### config.mk
export PLATFORM = sky130hd
export DESIGN_NAME = sha1_msg_padder
export DESIGN_NICKNAME = d
export VERILOG_FILES = /design/src/rtl/sha1_pkg.sv /design/src/rtl/sha1_block_buf.sv /design/src/rtl/sha1_msg_padder.sv
export SDC_FILE = /design/constraint.sdc
export NUM_CORES = 1
export LEC_CHECK = 0
export ABC_CLOCK_PERIOD_IN_PS = 4000
export BUFFER_PORTS_ARGS = -buffer_cell sky130_fd_sc_hd__buf_2
export CAP_MARGIN = 20
export CORE_ASPECT_RATIO = 0.5
export CORE_UTILIZATION = 25
export CTS_CLUSTER_DIAMETER = 200
export DETAILED_ROUTE_END_ITERATION = 16
export HOLD_SLACK_MARGIN = 0.02
export PLACE_DENSITY = 0.5
export SLEW_MARGIN = 10
export SYNTH_ARGS = -nofsm -noshare
export SYNTH_HDL_FRONTEND = slang
export SYNTH_SLANG_ARGS = --single-unit
### constraint.sdc
create_clock -name clk -period 4 [get_ports clk]
set_input_delay 0.2 -clock clk [delete_from_list [all_inputs] [get_ports clk]]
set_output_delay 0.2 -clock clk [all_outputs]
set_load 0.05 [all_outputs]
### src/rtl/sha1_pkg.sv
// sha1_pkg
//   Shared constants and types for the SHA-1 message front end.
//   Block geometry, padding constants, padder FSM state and pending-block
//   encodings, and the SHA-1 initial hash value H0..H4 for the downstream core.
package sha1_pkg;

    localparam int SHA1_BLK_W       = 512;
    localparam int SHA1_BLK_BYTES   = SHA1_BLK_W / 8;
    localparam int SHA1_LEN_FIELD_W = 64;
    localparam int SHA1_LEN_LIMIT   = 55;   // most message bytes that still leave room for 0x80 + length

    localparam logic [7:0] SHA1_PAD_BYTE = 8'h80;

    localparam logic [31:0] SHA1_H0 = 32'h67452301;
    localparam logic [31:0] SHA1_H1 = 32'hEFCDAB89;
    localparam logic [31:0] SHA1_H2 = 32'h98BADCFE;
    localparam logic [31:0] SHA1_H3 = 32'h10325476;
    localparam logic [31:0] SHA1_H4 = 32'hC3D2E1F0;
    localparam logic [159:0] SHA1_IV = {SHA1_H0, SHA1_H1, SHA1_H2, SHA1_H3, SHA1_H4};

    typedef enum logic {
        S_FILL,
        S_OUT
    } state_t;

    // What the block after the current one must contain.
    typedef enum logic [1:0] {
        NONE,
        LEN_ONLY,
        PAD_LEN
    } pend_t;

    // Bit offset of the LSB of byte lane idx inside a block (lane 0 is the MSB byte).
    function automatic logic [8:0] lane_lsb(input logic [5:0] idx);
        return {~idx, 3'b000};
    endfunction

endpackage

### src/rtl/sha1_block_buf.sv
// sha1_block_buf
//   64-byte block register. Each byte lane has its own write enable; a clear
//   zeroes the whole block and a length load overwrites lanes 56..63. Within a
//   cycle the clear applies first, then lane writes, then the length load, so a
//   single cycle can start a fresh block and populate it.
// Ports
//   clk         in   1    clock
//   rst_n       in   1    asynchronous active-low reset, block goes to zero
//   clr         in   1    synchronous clear of all lanes
//   lane_we     in   64   per-lane write enable, bit i = lane i
//   lane_wdata  in   512  write data in block layout (lane 0 at [511:504])
//   len_load    in   1    load the 64-bit length field into lanes 56..63
//   len_value   in   64   big-endian length field
//   data        out  512  current block contents
module sha1_block_buf
    import sha1_pkg::*;
(
    input  logic                        clk,
    input  logic                        rst_n,
    input  logic                        clr,
    input  logic [SHA1_BLK_BYTES-1:0]   lane_we,
    input  logic [SHA1_BLK_W-1:0]       lane_wdata,
    input  logic                        len_load,
    input  logic [SHA1_LEN_FIELD_W-1:0] len_value,
    output logic [SHA1_BLK_W-1:0]       data
);

    logic [SHA1_BLK_W-1:0] data_next;

    always_comb begin
        data_next = clr ? '0 : data;
        for (int i = 0; i < SHA1_BLK_BYTES; i++) begin
            if (lane_we[i]) begin
                data_next[lane_lsb(6'(i)) +: 8] = lane_wdata[lane_lsb(6'(i)) +: 8];
            end
        end
        if (len_load) begin
            data_next[SHA1_LEN_FIELD_W-1:0] = len_value;
        end
    end

    always_ff @(posedge clk or negedge rst_n) begin
        if (!rst_n) begin
            data <= '0;
        end else begin
            data <= data_next;
        end
    end

endmodule

### src/rtl/sha1_msg_padder.sv
// sha1_msg_padder
//   Byte-stream front end for the SHA-1 core. Collects message bytes into
//   512-bit blocks and appends the standard padding: 0x80, zeros, and the
//   64-bit big-endian message bit length. Marks the first and final block of
//   each message so the hash engine knows when to load the IV and when the
//   digest is complete.
// Ports
//   clk        in   1    clock, rising edge
//   rst_n      in   1    asynchronous active-low reset
//   in_valid   in   1    message byte valid
//   in_ready   out  1    padder can accept a byte
//   in_data    in   8    message byte
//   in_last    in   1    final byte of message
//   blk_valid  out  1    padded block valid
//   blk_ready  in   1    downstream accepts block
//   blk_data   out  512  block, byte 0 at [511:504]
//   blk_first  out  1    first block of its message
//   blk_last   out  1    final block of its message (holds length field)
//
// state  | meaning
// S_FILL | accepting message bytes into the block buffer
// S_OUT  | presenting a completed block, waiting for blk_ready
module sha1_msg_padder
    import sha1_pkg::*;
#(
    parameter int LEN_W = 64
) (
    input  logic                  clk,
    input  logic                  rst_n,
    input  logic                  in_valid,
    output logic                  in_ready,
    input  logic [7:0]            in_data,
    input  logic                  in_last,
    output logic                  blk_valid,
    input  logic                  blk_ready,
    output logic [SHA1_BLK_W-1:0] blk_data,
    output logic                  blk_first,
    output logic                  blk_last
);

    localparam logic [5:0] LAST_LANE    = 6'(SHA1_BLK_BYTES - 1);
    localparam logic [5:0] LEN_FIT_PTR  = 6'(SHA1_LEN_LIMIT - 1);

    state_t           state;
    pend_t            pend;
    logic [5:0]       ptr;
    logic [5:0]       ptr_inc;
    logic [LEN_W-1:0] bit_len;
    logic [LEN_W-1:0] len_next;

    logic [SHA1_LEN_FIELD_W-1:0] len_field_cur;
    logic [SHA1_LEN_FIELD_W-1:0] len_field_next;

    logic                        accept;
    logic                        blk_take;
    logic                        buf_clr;
    logic [SHA1_BLK_BYTES-1:0]   lane_we;
    logic [SHA1_BLK_W-1:0]       lane_wdata;
    logic                        len_load;
    logic [SHA1_LEN_FIELD_W-1:0] len_value;

    // in_ready and blk_valid are never high together, so accept and blk_take
    // are mutually exclusive.
    assign accept         = in_valid & in_ready;
    assign blk_take       = blk_valid & blk_ready;
    assign ptr_inc        = ptr + 6'd1;
    assign len_next       = bit_len + LEN_W'(8);
    assign len_field_cur  = SHA1_LEN_FIELD_W'(bit_len);
    assign len_field_next = SHA1_LEN_FIELD_W'(len_next);

    always_comb begin
        buf_clr    = 1'b0;
        lane_we    = '0;
        lane_wdata = '0;
        len_load   = 1'b0;
        len_value  = '0;
        if (accept) begin
            lane_we[ptr]                   = 1'b1;
            lane_wdata[lane_lsb(ptr) +: 8] = in_data;
            if (in_last) begin
                if (ptr != LAST_LANE) begin
                    lane_we[ptr_inc]                   = 1'b1;
                    lane_wdata[lane_lsb(ptr_inc) +: 8] = SHA1_PAD_BYTE;
                end
                if (ptr <= LEN_FIT_PTR) begin
                    len_load  = 1'b1;
                    len_value = len_field_next;
                end
            end
        end else if (blk_take) begin
            // Every hand-off starts from an empty buffer; a pending trailer
            // block is built in the same cycle from the latched bit length.
            buf_clr = 1'b1;
            if (!blk_last && pend == PAD_LEN) begin
                lane_we[0]                           = 1'b1;
                lane_wdata[SHA1_BLK_W-1 -: 8]        = SHA1_PAD_BYTE;
            end
            if (!blk_last && pend != NONE) begin
                len_load  = 1'b1;
                len_value = len_field_cur;
            end
        end
    end

    sha1_block_buf u_block_buf (
        .clk        (clk),
        .rst_n      (rst_n),
        .clr        (buf_clr),
        .lane_we    (lane_we),
        .lane_wdata (lane_wdata),
        .len_load   (len_load),
        .len_value  (len_value),
        .data       (blk_data)
    );

    always_ff @(posedge clk or negedge rst_n) begin
        if (!rst_n) begin
            state     <= S_FILL;
            pend      <= NONE;
            ptr       <= '0;
            bit_len   <= '0;
            in_ready  <= 1'b0;
            blk_valid <= 1'b0;
            blk_first <= 1'b1;
            blk_last  <= 1'b0;
        end else begin
            case (state)
                S_FILL: begin
                    if (!in_ready) begin
                        // first cycle out of reset
                        in_ready <= 1'b1;
                    end else if (in_valid) begin
                        bit_len <= len_next;
                        if (!in_last && ptr != LAST_LANE) begin
                            ptr <= ptr_inc;
                        end else begin
                            state     <= S_OUT;
                            in_ready  <= 1'b0;
                            blk_valid <= 1'b1;
                            if (!in_last) begin
                                blk_last <= 1'b0;
                                pend     <= NONE;
                            end else if (ptr <= LEN_FIT_PTR) begin
                                blk_last <= 1'b1;
                                pend     <= NONE;
                            end else if (ptr != LAST_LANE) begin
                                blk_last <= 1'b0;
                                pend     <= LEN_ONLY;
                            end else begin
                                blk_last <= 1'b0;
                                pend     <= PAD_LEN;
                            end
                        end
                    end
                end
                S_OUT: begin
                    if (blk_ready) begin
                        if (blk_last) begin
                            state     <= S_FILL;
                            pend      <= NONE;
                            ptr       <= '0;
                            bit_len   <= '0;
                            in_ready  <= 1'b1;
                            blk_valid <= 1'b0;
                            blk_first <= 1'b1;
                            blk_last  <= 1'b0;
                        end else if (pend == NONE) begin
                            state     <= S_FILL;
                            ptr       <= '0;
                            in_ready  <= 1'b1;
                            blk_valid <= 1'b0;
                            blk_first <= 1'b0;
                        end else begin
                            // trailer block is loaded this edge, stay presenting
                            pend      <= NONE;
                            blk_first <= 1'b0;
                            blk_last  <= 1'b1;
                        end
                    end
                end
                default: begin
                    state <= S_FILL;
                end
            endcase
        end
    end

endmodule

==> metrics.txt, run 1 <==
Tmin final=3.806 ns; crit path kind=flip-flop to flip-flop; synthesized area=about 28000 µm²; DIE HEIGHT=236.9 µm; #FFs+latches synth=586; Fmax=about 260 MHz; initial drt markers=2594; DRT antenna net count=0; RSZ-0062 raised after global routing=no; Max IR drop VDD=396.7 µV; worst hold slack=0.1187 ns; syn_area_per_cell=10.12 µm²; vias in the first global route=25380; Rel. slew slack=28.16%; Post-Synthesis Cells=2727; GRT Overall Usage=22.43%; Core ar.=between 100000 and 150000 µm²; post-synthesis sequential area ratio=between 50% and 60%; Worst setup startpoint=ptr[1]; die width=471.8 µm; worst slew pin tran=1.069 ns; Initial Util=25.43%; final net count=3290; Crit Path Max Fanout=14; YS warnings=0; largest net degree at the start of global routing=100; Worst-path clk slew=0.07 ns; critical path arrival=about 4.4 ns; CTS tree=yes; area grow syn2layout=25.33%; Final setup viols=0; Setup TNS=0 ns; Setup crit end kind=flip-flop; clock skew=0.04955 ns; Max Cap Violations=0; EDFF count, synth=0; CP Data Required Time=4.58 ns; Die ar.=111800 µm²; global-route wire length before repair=186.1 mm; hold crit path type=input pin to flip-flop; ant diodes=0; total number of vias=approximately 27000; Unique masters post-synth=98; post-synth net total=about 2700; clk sinks=between 500 and 600; endpoints failing hold=0; share of layout cells above drive strength 1=25.68%; Worst-Skew Late Latency=0.68 ns; placed cell area=32490 µm²; CTS H-Tree Depth=2; FFs w/ async S/R, synth=100.0%; Slew Limit Fails=0; # port buffers=between 500 and 600; fin area=34570 µm²; hold_sp=in_valid; outcome=finished clean; wire per inst=around 27 µm; DRC violations left=0; floorplan row count=85; crit path launch type=flip-flop; Setup Buffers After CTS=0; initial antenna violation count=5; drt first pass iters=7; dpl ws=approximately 0.22 ns; Tcrit/Tclk final=95.16%; Post-DP HPWL=95.70 mm; vias per cell=5.586; Most used DFF post-synth=dfrtp_1; wirelength, routed=130.1 mm; pwr dens=462.4 nW/µm²; I/O Pins=around 530; Overflow after GRT=0; cts bufs inserted=60; R2R Path Start=ptr[1]; root buffer cell=clkbuf_16; CTS max path bufs=3; leak pwr=16.11 nW; final worst slack=slightly below 0.2 ns; GPL Wtd Cong=0.9840
state kept, by name, indices dropped and copies added, names as in the netlist:
| signal | flops |
|---|---|
| ptr | 6 |
| u_block_buf.data | 512 |
| bit_len | 61 |
| blk_first | 1 |
| blk_valid | 1 |
| state | 1 |
| blk_last | 1 |
| in_ready | 1 |
| pend | 2 |
timing repair:
item | CTS | global route
gates resized for setup | 0 | 1
hold endpoints to repair | 95 | 0
hold buffers | 4 | 0
endpoints found under the setup margin | 0 | 19
worst paths after layout:
path	depth (start not counted)	to	slack [ns]
worst max-delay path	9	u_block_buf.data[118]	0.19
worst min-delay path	3	u_block_buf.data[287]	0.12
worst max register to register	9	u_block_buf.data[118]	0.19
worst min register to register	2	blk_first	0.46
max in group asynchronous	3	u_block_buf.data[100]	2.63
min in group asynchronous	2	u_block_buf.data[348]	0.22
worst max-delay path, cell delays in order (launching register included):
cell and delay (ns):
dfrtp_1 0.50, ha_1 0.34, buf_4 0.24, or3b_2 0.47, a21oi_1 0.30, or2_2 0.49, a21oi_1 0.13, nor2_1 0.26
nor4b_2 0.70, a32o_1 0.27
metal layers:
metal	share of wire [%]	GRT usage, %	up-vias
met5	0.010	0	-
li1	-	-	11450
met4	3.7	8.061	2
met3	7.1	4.191	212
met2	48	36.92	1164
met1	41	29.36	13700
cell usage in the layout, fill, tap and decap left out, types with 16 or more instances in the layout:
cell         n
a21oi_1    148
a221oi_1    16
a22o_1     188
a22oi_1     41
a31oi_1     50
a32o_1      64
and2_1      36
and3_1      40
buf_2      527
buf_4      146
clkbuf_16   60
dfrtp_1    585
inv_1       20
nand2_1    318
nand3_1    117
nand4_1     18
nor2_1     160
nor3_1      48
o21ai_0    204
o22ai_1     35
o2bb2ai_1   71
o311ai_0    17
o31ai_1     75
power breakdown:
part	internal (mW)	switching (mW)	total (mW)
registers	6.11	0.176	6.29
clock network	3.30	2.61	5.91
logic	0.860	2.92	3.78
total	10.3	5.72	16.0
cells by family after synthesis:
| logic type | Yosys count | share of synthesized area (%) |
|---|---|---|
| AO/OA/AOI/OAI | 1040 | 27.52 |
| XOR/XNOR | 15 | 0.6350 |
| adder cells (fa/ha/maj) | 7 | 0.3175 |
| buffers and inverters | 227 | 3.316 |
| flip-flops | 586 | 53.16 |
| multiplexers | 7 | 0.3175 |
| AND/OR/NAND/NOR | 845 | 14.73 |
per-stage QoR:
step / instances / util [%] / total power [mW]
4_1_cts: 4746 / 31.84 / 15.99
3_5_place_dp: 4636 / 29.95 / 10.07
6_report: 4749 / 31.87 / 15.99
5_1_grt: 4749 / 31.87 / 16.49
2_1_floorplan: 2727 / - / 8.471
3_3_place_gp: 4636 / 29.94 / 10.07
cell usage after synthesis, drive strengths merged (22+ instances only):
cell       n  share of area [%]
o2bb2ai   71                2.3
buf       57               0.99
a21oi    154                2.8
clkbuf   150                2.1
nand2    318                4.3
and2      39               0.88
o311ai    22               0.82
a22oi     41                1.1
dfrtp    585                 53
a32o      64                2.3
a22o     188                6.0
o21ai    212                3.9
nand3    118                2.1
nor3      54                1.1
nor4      23               0.75
o31ai     76                2.1
a31oi     55                1.4
o22ai     36               0.84
and3      41               0.93
nor2     161                2.2
area by class of cell:
class / count / area [µm²]
well taps: 1435 / 1795
clock inverters: 26 / 369.1
clock buffers: 80 / 1647
fillers: 11220 / 73910
inverters: 20 / 75.07
flip-flops and latches: 586 / 14670
multi-input cells: 1914 / 12070
repair buffers: 688 / 3956
No activity file was read; power rests on OpenSTA's default activity.
==> inputs of run 2 (changes only) <==
- CORE_MARGIN: unset -> 1.5
==> metrics.txt, run 2 (same netlist as run 1, synthesis figures left out) <==
DRC violations left=0 (unchanged); GRT Overall Usage=22.45% (about the same); Top reg by flops=u_block_buf.data; worst hold slack=0.1113 ns (-0.007431 ns); die width=472.8 µm (+0.21%); max layer used=met4; drt first pass iters=6 (-1); wire per inst=27.44 µm (+0.13%); CTS hold repair buffers=4 (unchanged); Setup Buffers After CTS=0 (unchanged); NetSw=5.697 mW (-0.32%); Crit Path Max Fanout=14 (unchanged); DRT antenna net count=0 (unchanged); total number of vias=26520 (-0.026%); floorplan row count=85 (unchanged); clock skew=0.03463 ns (-0.01492 ns); Initial Util=25.43% (unchanged); CP Data Required Time=4.58 ns (about the same); Final Util=32.06% (+0.19 points); Die ar.=112500 µm² (+0.64%); Met2 Wirelength=62.53 mm (+0.66%); root buffer cell=clkbuf_16; vias per cell=5.556 (-0.53%); Reg area=14670 µm² (unchanged); Setup TNS=0 ns (unchanged); most frequent cells in the layout=dfrtp_1 (585), buf_2 (527), nand2_1 (318), o21ai_0 (204), a22o_1 (188); final net count=3307 (+0.52%); placed cell area=32670 µm² (+0.57%); # port buffers=528 (unchanged); switching portion of total power=35.55% (-0.20 points); Fillers=11250 (+0.28%); critical path arrival=4.36 ns (-0.02 ns); Slew Limit Fails=0 (unchanged); Core ar.=108500 µm² (unchanged); initial antenna violation count=8 (+3); Tcrit/Tclk final=94.58% (-0.58 points); Setup crit end kind=flip-flop; Power Internal=10.33 mW (+0.55%); fin area=34770 µm² (+0.58%); pwr dens=460.8 nW/µm² (-0.34%); CTS tree=yes; clk sinks=586 (unchanged); outcome=finished clean; Fmax=264.3 MHz (+0.62%); Overflow after GRT=0 (unchanged); Rel. slew slack=25.69% (-2.5 points); DIE HEIGHT=237.9 µm (+0.42%); leak pwr=16.26 nW (+0.89%); largest net degree at the start of global routing=104 (+4.0%); I/O Pins=529 (unchanged); global-route wire length before repair=187.5 mm (+0.80%); Max IR drop VDD=374.6 µV (-5.6%); clock share of power=37.1% (about the same); hold crit path type=input pin to flip-flop; Max Cap Violations=0 (unchanged); Worst-path clk slew=0.08 ns (about the same); area grow syn2layout=26.06%; final std cells w/o fill=4773 (+0.51%); Comb power frac=23.7% (about the same); wirelength, routed=131.0 mm (+0.64%); vias in the first global route=25510 (+0.53%); CTS H-Tree Depth=2 (unchanged); max reg flops=512 (unchanged); Multi-input gate area=12070 µm² (about the same); post-CTS sizing=0 (unchanged); Final setup viols=0 (unchanged); Tmin final=3.783 ns (-0.02327 ns); crit path launch type=flip-flop; RSZ-0062 raised after global routing=no; GPL Wtd Cong=0.9632 (-2.1%); initial drt markers=2766 (+6.6%); endpoints failing hold=0 (unchanged); CTS max path bufs=3 (unchanged); Worst-Skew Late Latency=0.68 ns (about the same); Largest regs=u_block_buf.data: 512 flops, bit_len: 61 flops, ptr: 6 flops; cts bufs inserted=59 (-1.7%); DP Cell Count=4656 (+0.43%); commonest non-fill, non-tap cell in the layout=dfrtp_1; Reg power frac=39.2% (about the same); met3 routed WL=9.783 mm (+5.9%); DRT met1 WL=54.14 mm (+0.39%); crit path kind=flip-flop to flip-flop; Post-DP HPWL=96.49 mm (+0.83%); worst slew pin tran=1.115 ns (+0.04533 ns); share of layout cells above drive strength 1=26.23% (+0.55 points)
[run 2: cell types whose count changed in the layout (fill, tap and decap cells not counted), moves of 4 or more]
cell        change
buf_4          +18
clkbuf_8       +10
clkinv_2        +5
clkinvlp_4      -4
[run 2: power groups by stage]
stage          sequential, mW  clock, mW  combinational, mW
6_report                 6.28       5.95               3.79
5_1_grt                  6.30       6.28               3.96
4_1_cts                  6.28       6.05               3.72
3_5_place_dp             6.39          0               3.71
3_3_place_gp             6.38          0               3.71
2_1_floorplan            6.88          0               1.59
[run 2: worst max-delay path, stage by stage (launching register included)]
cell and delay [ns]:
dfrtp_1 0.49, ha_1 0.38, buf_12 0.22, or3b_2 0.45, a21oi_1 0.55, nor2_1 0.13
buf_4 0.27, o22ai_1 0.34, buf_4 0.21, nand2_1 0.09, nor3_2 0.23, buf_4 0.19
a22o_1 0.13
[run 2: layout make-up]
| cell class | instances | area share [%] |
|---|---|---|
| Antenna cell | 2 | 0.01439 |
| Clock inverter | 23 | 0.8527 |
| Sequential cell | 586 | 42.17 |
| Inverter | 20 | 0.2159 |
| Multi-Input combinational cell | 1914 | 34.71 |
| Clock buffer | 87 | 5.037 |
| Timing Repair Buffer | 706 | 11.83 |
| Tap cell | 1435 | 5.163 |
[run 2: metal layers]
metal	vias up	global-route usage, %
li1	11490	-
met1	13710	29.79
met2	1115	36.92
met3	206	4.083
met4	0	7.444
met5	-	0
[run 2: path summary, 6_finish.rpt]
check | from | endpoint | slack (ns) | cells after the start
worst max-delay path | ptr[1] | u_block_buf.data[81] | 0.22 | 12
worst min-delay path | in_data[7] | u_block_buf.data[471] | 0.11 | 3
worst max register to register | ptr[1] | u_block_buf.data[81] | 0.22 | 12
worst min register to register | blk_first | blk_first | 0.46 | 2
max in group asynchronous | rst_n | u_block_buf.data[196] | 2.61 | 3
min in group asynchronous | rst_n | u_block_buf.data[344] | 0.19 | 2
[run 2: through the flow]
stage                     setup slack (ns)  power (mW)
final                               0.2169       16.02
after global routing               0.03346       16.54
after CTS                           0.3710       16.05
after detailed placement            0.3964       10.09
after global placement              0.4551       10.09
after floorplan                      1.053       8.471
